==> config.mk <==
export PLATFORM = sky130hd
export DESIGN_NAME = slave_bus_router_flat
export DESIGN_NICKNAME = d
export VERILOG_FILES = /design/src/rtl/slave_bus_router_if.sv /design/src/rtl/slave_bus_router.sv /design/src/flat_wrapper.sv
export SDC_FILE = /design/constraint.sdc
export NUM_CORES = 1
export LEC_CHECK = 0
export CORE_MARGIN = 10
export CORE_UTILIZATION = 30
export DETAILED_ROUTE_END_ITERATION = 7
export PLACE_DENSITY = 0.68
export SYNTH_ARGS = -nofsm -noshare
export SYNTH_HDL_FRONTEND = slang
export SYNTH_SLANG_ARGS = --single-unit
==> constraint.sdc <==
create_clock -name clk -period 3.1 [get_ports clk]
set_input_delay 0.93 -clock clk [delete_from_list [all_inputs] [get_ports clk]]
set_output_delay 0.93 -clock clk [all_outputs]
set_load 0.1 [all_outputs]
==> src/rtl/slave_bus_router_if.sv <==
// Core-side request/response bus and per-slave fan-out bundle for slave_bus_router.
// slave modport is the router's view; master modport is the surrounding system's view.
interface slave_bus_router_if #(
  parameter int NUM_SLAVES = 2,
  parameter int CMD_W      = 4,
  parameter int RES_W      = 32
);
  logic                        m_valid;
  logic                        m_ready;
  logic [29:0]                 m_addr;
  logic                        m_we;
  logic [CMD_W-1:0]            m_cmd;
  logic                        m_rvalid;
  logic [RES_W-1:0]            m_result;
  logic                        m_err;
  logic [NUM_SLAVES-1:0]       s_valid;
  logic [NUM_SLAVES-1:0]       s_ready;
  logic [NUM_SLAVES*30-1:0]    s_addr;
  logic [NUM_SLAVES-1:0]       s_we;
  logic [NUM_SLAVES*CMD_W-1:0] s_cmd;
  logic [NUM_SLAVES-1:0]       s_rvalid;
  logic [NUM_SLAVES*RES_W-1:0] s_result;

  modport slave (
    input  m_valid, m_addr, m_we, m_cmd,
    output m_ready, m_rvalid, m_result, m_err,
    output s_valid, s_addr, s_we, s_cmd,
    input  s_ready, s_rvalid, s_result
  );

  modport master (
    output m_valid, m_addr, m_we, m_cmd,
    input  m_ready, m_rvalid, m_result, m_err,
    input  s_valid, s_addr, s_we, s_cmd,
    output s_ready, s_rvalid, s_result
  );
endinterface

==> src/rtl/slave_bus_router.sv <==
// N-way window-decoded slave router, one outstanding transaction.
// Define SLAVE_TIMEOUT_EN to abort stalled slaves after TIMEOUT_CYCLES.
module slave_bus_router #(
  parameter int NUM_SLAVES = 2,
  parameter int CMD_W      = 4,
  parameter int RES_W      = 32,
  parameter logic [NUM_SLAVES*32-1:0] SLAVE_BASE =
    {32'h0001_0000, 32'h0000_0000},
  parameter logic [NUM_SLAVES*32-1:0] SLAVE_SIZE =
    {32'h0000_1000, 32'h0001_0000},
  parameter int TIMEOUT_CYCLES = 255
) (
  input  logic               clk,
  input  logic               rst,
  slave_bus_router_if.slave  bus,
  output logic [7:0]         err_count
);
  localparam int SEL_W = (NUM_SLAVES > 1) ? $clog2(NUM_SLAVES) : 1;

  if (NUM_SLAVES < 1 || NUM_SLAVES > 8 ||
      TIMEOUT_CYCLES < 1 || TIMEOUT_CYCLES > 65535) begin : g_bad_cfg
    $error("slave_bus_router: bad configuration");
  end

  typedef enum logic [1:0] {IDLE, REQ, RESP, ERR} state_e;

  state_e           state_q, state_d;
  logic [29:0]      addr_q, addr_d;
  logic             we_q, we_d;
  logic [CMD_W-1:0] cmd_q, cmd_d;
  logic [SEL_W-1:0] sel_q, sel_d;
  logic             m_rvalid_q, m_rvalid_d;
  logic             m_err_q, m_err_d;
  logic [RES_W-1:0] m_result_q, m_result_d;
  logic [7:0]       err_cnt_q, err_cnt_d;

  logic             hit;
  logic [SEL_W-1:0] hit_idx;
  logic [29:0]      hit_local;
  logic             tmo_hit;

  function automatic logic [29:0] win_mask(input int i);
    logic [31:0] w;
    w = (SLAVE_SIZE[i*32 +: 32] >> 2) - 32'd1;
    return w[29:0];
  endfunction

  // Descending scan so the lowest matching window wins.
  always_comb begin
    hit       = 1'b0;
    hit_idx   = '0;
    hit_local = '0;
    for (int i = NUM_SLAVES - 1; i >= 0; i--) begin
      if ((bus.m_addr & ~win_mask(i)) ==
          (SLAVE_BASE[i*32+2 +: 30] & ~win_mask(i))) begin
        hit       = 1'b1;
        hit_idx   = SEL_W'(i);
        hit_local = bus.m_addr & win_mask(i);
      end
    end
  end

`ifdef SLAVE_TIMEOUT_EN
  logic [15:0] tmo_q, tmo_d;
  assign tmo_hit = (tmo_q == 16'(TIMEOUT_CYCLES));
`else
  assign tmo_hit = 1'b0;
`endif

  always_comb begin
    state_d    = state_q;
    addr_d     = addr_q;
    we_d       = we_q;
    cmd_d      = cmd_q;
    sel_d      = sel_q;
    m_rvalid_d = 1'b0;
    m_err_d    = 1'b0;
    m_result_d = m_result_q;
    err_cnt_d  = err_cnt_q;
`ifdef SLAVE_TIMEOUT_EN
    tmo_d = (state_q == REQ || state_q == RESP) ? tmo_q + 16'd1 : tmo_q;
`endif
    unique case (state_q)
      IDLE: begin
        if (bus.m_valid) begin
          addr_d = hit_local;
          we_d   = bus.m_we;
          cmd_d  = bus.m_cmd;
          sel_d  = hit_idx;
          if (hit) begin
            state_d = REQ;
`ifdef SLAVE_TIMEOUT_EN
            tmo_d = '0;
`endif
          end else begin
            state_d    = ERR;
            m_rvalid_d = 1'b1;
            m_err_d    = 1'b1;
            m_result_d = '0;
            if (err_cnt_q != 8'hFF) err_cnt_d = err_cnt_q + 8'd1;
          end
        end
      end
      REQ: begin
        if (bus.s_ready[sel_q]) begin
          state_d = RESP;
        end else if (tmo_hit) begin
          state_d    = IDLE;
          m_rvalid_d = 1'b1;
          m_err_d    = 1'b1;
          m_result_d = '0;
          if (err_cnt_q != 8'hFF) err_cnt_d = err_cnt_q + 8'd1;
        end
      end
      RESP: begin
        if (bus.s_rvalid[sel_q]) begin
          state_d    = IDLE;
          m_rvalid_d = 1'b1;
          m_result_d = bus.s_result[sel_q*RES_W +: RES_W];
        end else if (tmo_hit) begin
          state_d    = IDLE;
          m_rvalid_d = 1'b1;
          m_err_d    = 1'b1;
          m_result_d = '0;
          if (err_cnt_q != 8'hFF) err_cnt_d = err_cnt_q + 8'd1;
        end
      end
      ERR: state_d = IDLE;
    endcase
  end

  always_ff @(posedge clk) begin
    if (rst) begin
      state_q    <= IDLE;
      addr_q     <= '0;
      we_q       <= 1'b0;
      cmd_q      <= '0;
      sel_q      <= '0;
      m_rvalid_q <= 1'b0;
      m_err_q    <= 1'b0;
      m_result_q <= '0;
      err_cnt_q  <= '0;
`ifdef SLAVE_TIMEOUT_EN
      tmo_q      <= '0;
`endif
    end else begin
      state_q    <= state_d;
      addr_q     <= addr_d;
      we_q       <= we_d;
      cmd_q      <= cmd_d;
      sel_q      <= sel_d;
      m_rvalid_q <= m_rvalid_d;
      m_err_q    <= m_err_d;
      m_result_q <= m_result_d;
      err_cnt_q  <= err_cnt_d;
`ifdef SLAVE_TIMEOUT_EN
      tmo_q      <= tmo_d;
`endif
    end
  end

  // Slave-side outputs come only from latched copies, so they hold during stalls.
  always_comb begin
    bus.s_valid = '0;
    bus.s_addr  = '0;
    bus.s_we    = '0;
    bus.s_cmd   = '0;
    if (state_q == REQ) begin
      bus.s_valid[sel_q]              = 1'b1;
      bus.s_addr[sel_q*30 +: 30]      = addr_q;
      bus.s_we[sel_q]                 = we_q;
      bus.s_cmd[sel_q*CMD_W +: CMD_W] = cmd_q;
    end
  end

  assign bus.m_ready  = (state_q == IDLE);
  assign bus.m_rvalid = m_rvalid_q;
  assign bus.m_err    = m_err_q;
  assign bus.m_result = m_result_q;
  assign err_count    = err_cnt_q;
endmodule
==> src/flat_wrapper.sv <==
// flat-port wrapper written by rule: the top's interface ports become plain ports
module slave_bus_router_flat 
#(
  parameter int NUM_SLAVES = 2,
  parameter int CMD_W      = 4,
  parameter int RES_W      = 32,
  parameter logic [NUM_SLAVES*32-1:0] SLAVE_BASE =
    {32'h0001_0000, 32'h0000_0000},
  parameter logic [NUM_SLAVES*32-1:0] SLAVE_SIZE =
    {32'h0000_1000, 32'h0001_0000},
  parameter int TIMEOUT_CYCLES = 255
)
  (clk, rst, err_count, bus_m_valid, bus_m_addr, bus_m_we, bus_m_cmd, bus_m_ready, bus_m_rvalid, bus_m_result, bus_m_err, bus_s_valid, bus_s_addr, bus_s_we, bus_s_cmd, bus_s_ready, bus_s_rvalid, bus_s_result);
  slave_bus_router_if #(.NUM_SLAVES(NUM_SLAVES), .CMD_W(CMD_W), .RES_W(RES_W)) bus_i ();
  input  logic clk;
  input  logic rst;
  output logic [7:0] err_count;
  input wire logic [$bits(bus_i.m_valid)-1:0] bus_m_valid;
  input wire logic [$bits(bus_i.m_addr)-1:0] bus_m_addr;
  input wire logic [$bits(bus_i.m_we)-1:0] bus_m_we;
  input wire logic [$bits(bus_i.m_cmd)-1:0] bus_m_cmd;
  output wire logic [$bits(bus_i.m_ready)-1:0] bus_m_ready;
  output wire logic [$bits(bus_i.m_rvalid)-1:0] bus_m_rvalid;
  output wire logic [$bits(bus_i.m_result)-1:0] bus_m_result;
  output wire logic [$bits(bus_i.m_err)-1:0] bus_m_err;
  output wire logic [$bits(bus_i.s_valid)-1:0] bus_s_valid;
  output wire logic [$bits(bus_i.s_addr)-1:0] bus_s_addr;
  output wire logic [$bits(bus_i.s_we)-1:0] bus_s_we;
  output wire logic [$bits(bus_i.s_cmd)-1:0] bus_s_cmd;
  input wire logic [$bits(bus_i.s_ready)-1:0] bus_s_ready;
  input wire logic [$bits(bus_i.s_rvalid)-1:0] bus_s_rvalid;
  input wire logic [$bits(bus_i.s_result)-1:0] bus_s_result;
  assign bus_i.m_valid = bus_m_valid;
  assign bus_i.m_addr = bus_m_addr;
  assign bus_i.m_we = bus_m_we;
  assign bus_i.m_cmd = bus_m_cmd;
  assign bus_m_ready = bus_i.m_ready;
  assign bus_m_rvalid = bus_i.m_rvalid;
  assign bus_m_result = bus_i.m_result;
  assign bus_m_err = bus_i.m_err;
  assign bus_s_valid = bus_i.s_valid;
  assign bus_s_addr = bus_i.s_addr;
  assign bus_s_we = bus_i.s_we;
  assign bus_s_cmd = bus_i.s_cmd;
  assign bus_i.s_ready = bus_s_ready;
  assign bus_i.s_rvalid = bus_s_rvalid;
  assign bus_i.s_result = bus_s_result;
  slave_bus_router #(.NUM_SLAVES(NUM_SLAVES), .CMD_W(CMD_W), .RES_W(RES_W), .SLAVE_BASE(SLAVE_BASE), .SLAVE_SIZE(SLAVE_SIZE), .TIMEOUT_CYCLES(TIMEOUT_CYCLES)) u_core (.clk(clk), .rst(rst), .bus(bus_i), .err_count(err_count));
endmodule
==> results_tabular.tex, run 1 <==
\begin{tabular}{lr}
\hline
Metric & Value \\
\hline
\multicolumn{2}{l}{\textbf{Worst setup path}} \\
Cells along the critical path & inv\_1 > nor3b\_2 > buf\_4 > and2\_1 > buf\_12 \\
Slowest cell on the critical path & sky130\_fd\_sc\_hd\_\_dfxtp\_1 \\
Beginning of the worst register-to-register path & u\_core.err\_count[0] \\
Data arrival at the endpoint of the critical path & around 1.8 ns \\
Peak fanout along the critical path & 21 \\
Stage delay of the slowest cell on the critical path & 0.47 ns \\
Worst setup path startpoint & u\_core.state\_q[0] \\
Critical Path Source Type & register \\
Dominant delay contributor by cell family on the critical path & buffers and inverters \\
Bufs and invs on worst path & 3 \\
Critical path data required time & 2.17 ns \\
Setup slack on the worst flop-to-flop path & 1.33 ns \\
Worst Setup End Kind & output pin \\
Crit Path Class & reg2out \\
\multicolumn{2}{l}{\textbf{Routing}} \\
Count of antenna-violating nets left after detailed routing & 0 \\
Vias post-DR & 3425 \\
Drt wl/cell & 16.6 µm \\
Routed WL & roughly 12000 µm \\
Detailed-routing iteration count for the pre-antenna-repair pass & 5 \\
Number of vias per cell & 4.76 \\
Initial DRC Count & 126 \\
Number of remaining DRC errors & 0 \\
\multicolumn{2}{l}{\textbf{Final layout}} \\
Fraction of layout cells with a size suffix above 1 & 23.7\% \\
Relative area change from synthesis to final layout & 70.8\% \\
Fill cell total of the finished layout & 1072 \\
Diodes inserted & 0 \\
Post-layout net count & 679 \\
\multicolumn{2}{l}{\textbf{Pwr}} \\
Leak & 2.28 nW \\
Net switching fraction of the power & 41.2\% \\
Part of the power in registers & 30.3\% \\
Fraction of power consumed by the clock network & 30.5\% \\
Power Density & 524 nW/µm² \\
Total power after layout & 3.12 mW \\
Combinational cell fraction of total power & 39.2\% \\
Max rail drop VDD & 0.273 mV \\
NetSw & 1.29 mW \\
P\_int & 1.83 mW \\
\multicolumn{2}{l}{\textbf{Yosys}} \\
Post-synth top area share & 36.8\% \\
Ranking of synthesized cells by instance count & sky130\_fd\_sc\_hd\_\_dfxtp\_1 (64), sky130\_fd\_sc\_hd\_\_and2\_1 (40), sky130\_fd\_sc\_hd\_\_buf\_4 (36) \\
FFs w/ async S/R, synth & 0\% \\
Synth cell types & 41 \\
Most common cell in the netlist & sky130\_fd\_sc\_hd\_\_dfxtp\_1 \\
Flip-flop and latch count after synthesis & 64 \\
Count of mapped cells out of synthesis & approximately 400 \\
Simple logic cell fraction of the synthesized area & 26.2\% \\
Yosys top cell by area & sky130\_fd\_sc\_hd\_\_dfxtp\_1 \\
Parity-gate share of the synthesized area counting xor and xnor cells & 0.251\% \\
Number of synthesized flops with an enable pin & 0 \\
Adder-cell share of the synthesized area & 0.359\% \\
Count of yosys warnings during synthesis & 0 \\
Portion of netlist area occupied by mux cells & 10.7\% \\
Complex-gate fraction of the synthesized area & 13.8\% \\
Leading post-synthesis cells by cell area & sky130\_fd\_sc\_hd\_\_dfxtp\_1 (37\%), sky130\_fd\_sc\_hd\_\_mux2i\_1 (9.8\%), sky130\_fd\_sc\_hd\_\_buf\_4 (7.8\%), sky130\_fd\_sc\_hd\_\_and2\_1 (7.2\%), sky130\_fd\_sc\_hd\_\_nand3b\_1 (6.9\%) \\
Main combinational cell family by area after synthesis & simple AND/OR/NAND/NOR gates \\
Post-synth top flop & sky130\_fd\_sc\_hd\_\_dfxtp\_1 \\
Mean instance size in the synthesized netlist & 8.84 µm² \\
Share of the yosys chip area belonging to registers & between 30\% and 40\% \\
Combined area of all synthesized cells & 3480 µm² \\
\multicolumn{2}{l}{\textbf{STA}} \\
Worst-case setup margin in the final layout & 0.375 ns \\
Max Fclk & roughly 0.37 GHz \\
Final Max Slew Viols & 0 \\
Worst Clk Skew & 0.00471 ns \\
Worst hold slack & between 0.4 and 0.5 ns \\
Time the worst path needs with I/O delays and setup & between 2 and 3 ns \\
Number of endpoints with negative hold slack in the final report & 0 \\
Setup Viol. Count Final & 0 \\
Period Utilization, post-route & 87.9\% \\
Setup repair after global routing missed its margin & false \\
Setup TNS & 0 ns \\
\multicolumn{2}{l}{\textbf{Clocking}} \\
TritonCTS clock tree & done \\
Insertion delay of the later-clocked pin in the worst-skew pair & between 0.3 and 0.4 ns \\
Count of instances resized after the clock tree is built & 0 \\
Hold buffer count at cts & 0 \\
Count of buffers added by post-CTS timing repair for setup & 0 \\
Buffer type at the clock tree root & sky130\_fd\_sc\_hd\_\_clkbuf\_16 \\
Clk sinks & 64 \\
CTS H-tree depth & 3 \\
Number of buffers created by CTS & 9 \\
Clock slew at reported path FFs & 0.05 ns \\
Maximum root-to-sink buffer count & 2 \\
\multicolumn{2}{l}{\textbf{Floorplan}} \\
Initial core utilization & a little under a third \\
Floorplan die width & 128 µm \\
Die area & about 16000 µm² \\
Top-level port count & between 200 and 250 \\
Std cell rows & 39 \\
Height of the die & 128 µm \\
Area of the core & 11400 µm² \\
\multicolumn{2}{l}{\textbf{Global route}} \\
Overflow left after global routing & 0 \\
Vias in the first global route & 3558 \\
Total routing usage reported by global routing & a little over an eighth \\
Initial antenna violation count & 0 \\
Pin count of the biggest net entering global routing & 57 \\
First-pass GRT wire length & between 15000 and 20000 µm \\
\multicolumn{2}{l}{\textbf{Placement}} \\
Weighted congestion at the end of routability-driven global placement & 0.818 \\
Placed wire-length estimate after detailed placement & around 9500 µm \\
Setup Slack @ Placement & 0.226 ns \\
Number of I/O port buffers & 188 \\
\multicolumn{2}{l}{\textbf{Worst hold path}} \\
Class of the tightest hold or removal check & reg2reg \\
Hold wc startpoint & u\_core.addr\_q[5] \\
\multicolumn{2}{l}{\textbf{Job}} \\
Max-cap check violation count & 0 \\
\multicolumn{2}{l}{\textbf{Status}} \\
Outcome & completed \\
\hline
\end{tabular}
registers in the layout (all words and copies together) (netlist names):
register	flops
u_core.sel_q	1
u_core.state_q	2
u_core.bus.m_err	1
u_core.err_count	8
u_core.addr_q	14
u_core.cmd_q	4
u_core.bus.m_result	32
u_core.bus.m_rvalid	1
u_core.we_q	1
layout make-up:
cell class / instances / area [µm²] / area share (%)
clock inverter: 4 / 45.0 / 0.757
timing repair buffer: 198 / 2260 / 37.9
sequential: 64 / 1280 / 21.5
inverter: 3 / 11.3 / 0.189
multi-input combinational: 296 / 1940 / 32.6
clock buffer: 12 / 236 / 3.97
tap: 143 / 179 / 3.01
per-layer routing:
layer | vias to the layer above | GRT usage [%] | wire length [µm]
li1 | 1679 | - | -
met1 | 1588 | 15.1 | 4910
met2 | 147 | 23.2 | 5790
met3 | 11 | 5.38 | 1090
met4 | 0 | 4.30 | 161
met5 | - | 0 | 0
worst register-to-register path: cells and delay by family, from the launching register on:
kind	cells	cell delay, ns
muxes	1	0.29
and+or+nand+nor	2	0.28
AOI/OAI and AO/OA	2	0.40
adders and majority gates	1	0.31
DFF	1	0.37
through the flow:
stage | area (µm²) | util, % | cells
finish | 5950 | 52.1 | 720
floorplan | 3630 | - | 425
global route | 5950 | 52.1 | 720
CTS | 5950 | 52.1 | 720
global placement | 5670 | 49.7 | 704
detailed placement | 5670 | 49.7 | 704
path summary, 6_finish.rpt:
path / to / cells past startpoint
setup reg to reg: u_core.err_count[4] / 6
hold / removal: u_core.addr_q[5] / 2
hold reg to reg: u_core.addr_q[5] / 2
setup / recovery: bus_s_addr[37] / 5
layout by cell type, fill, tap and decap left out, types with 2 or more instances in the layout:
cell type and n:
sky130_fd_sc_hd__dfxtp_1 63, sky130_fd_sc_hd__nand3_1 12, sky130_fd_sc_hd__buf_12 41, sky130_fd_sc_hd__clkinv_2 3, sky130_fd_sc_hd__mux2i_1 34, sky130_fd_sc_hd__inv_1 3
sky130_fd_sc_hd__mux2_2 3, sky130_fd_sc_hd__nand4_1 6, sky130_fd_sc_hd__o31ai_1 32, sky130_fd_sc_hd__clkdlybuf4s50_1 104, sky130_fd_sc_hd__nor3_1 3, sky130_fd_sc_hd__conb_1 32
sky130_fd_sc_hd__clkbuf_1 3, sky130_fd_sc_hd__clkbuf_16 9, sky130_fd_sc_hd__buf_4 52, sky130_fd_sc_hd__nand2b_1 2, sky130_fd_sc_hd__and2_2 18, sky130_fd_sc_hd__a21oi_1 23
sky130_fd_sc_hd__nand3b_1 32, sky130_fd_sc_hd__nor4_1 6, sky130_fd_sc_hd__nor2b_1 3, sky130_fd_sc_hd__a211oi_1 2, sky130_fd_sc_hd__nand2_1 34, sky130_fd_sc_hd__nor2_1 13
sky130_fd_sc_hd__and2_1 22
power by group through the flow:
stage                     registers (mW)  clock network, mW  logic [mW]
after floorplan                     1.25                  0       0.625
after CTS                          0.945              0.981        1.23
after detailed placement           0.960                  0        1.23
final                              0.946              0.951        1.22
after global placement             0.958                  0        1.21
after global routing               0.954               1.02        1.29
cells by family after synthesis:
logic type / after synthesis
and+or+nand+nor: 158
AOI/OAI and AO/OA: 67
buffers and inverters: 65
DFF: 64
muxes: 37
adders and majority gates: 1
other: 1
xor gates and xnor gates: 1
No activity file was read; power rests on OpenSTA's default activity.
==> run 2: changes to the inputs <==
CAP_MARGIN = 20   (was unset)
==> results of run 2 <==
No change in the layout: final DEF, timing and power equal those of run 1.
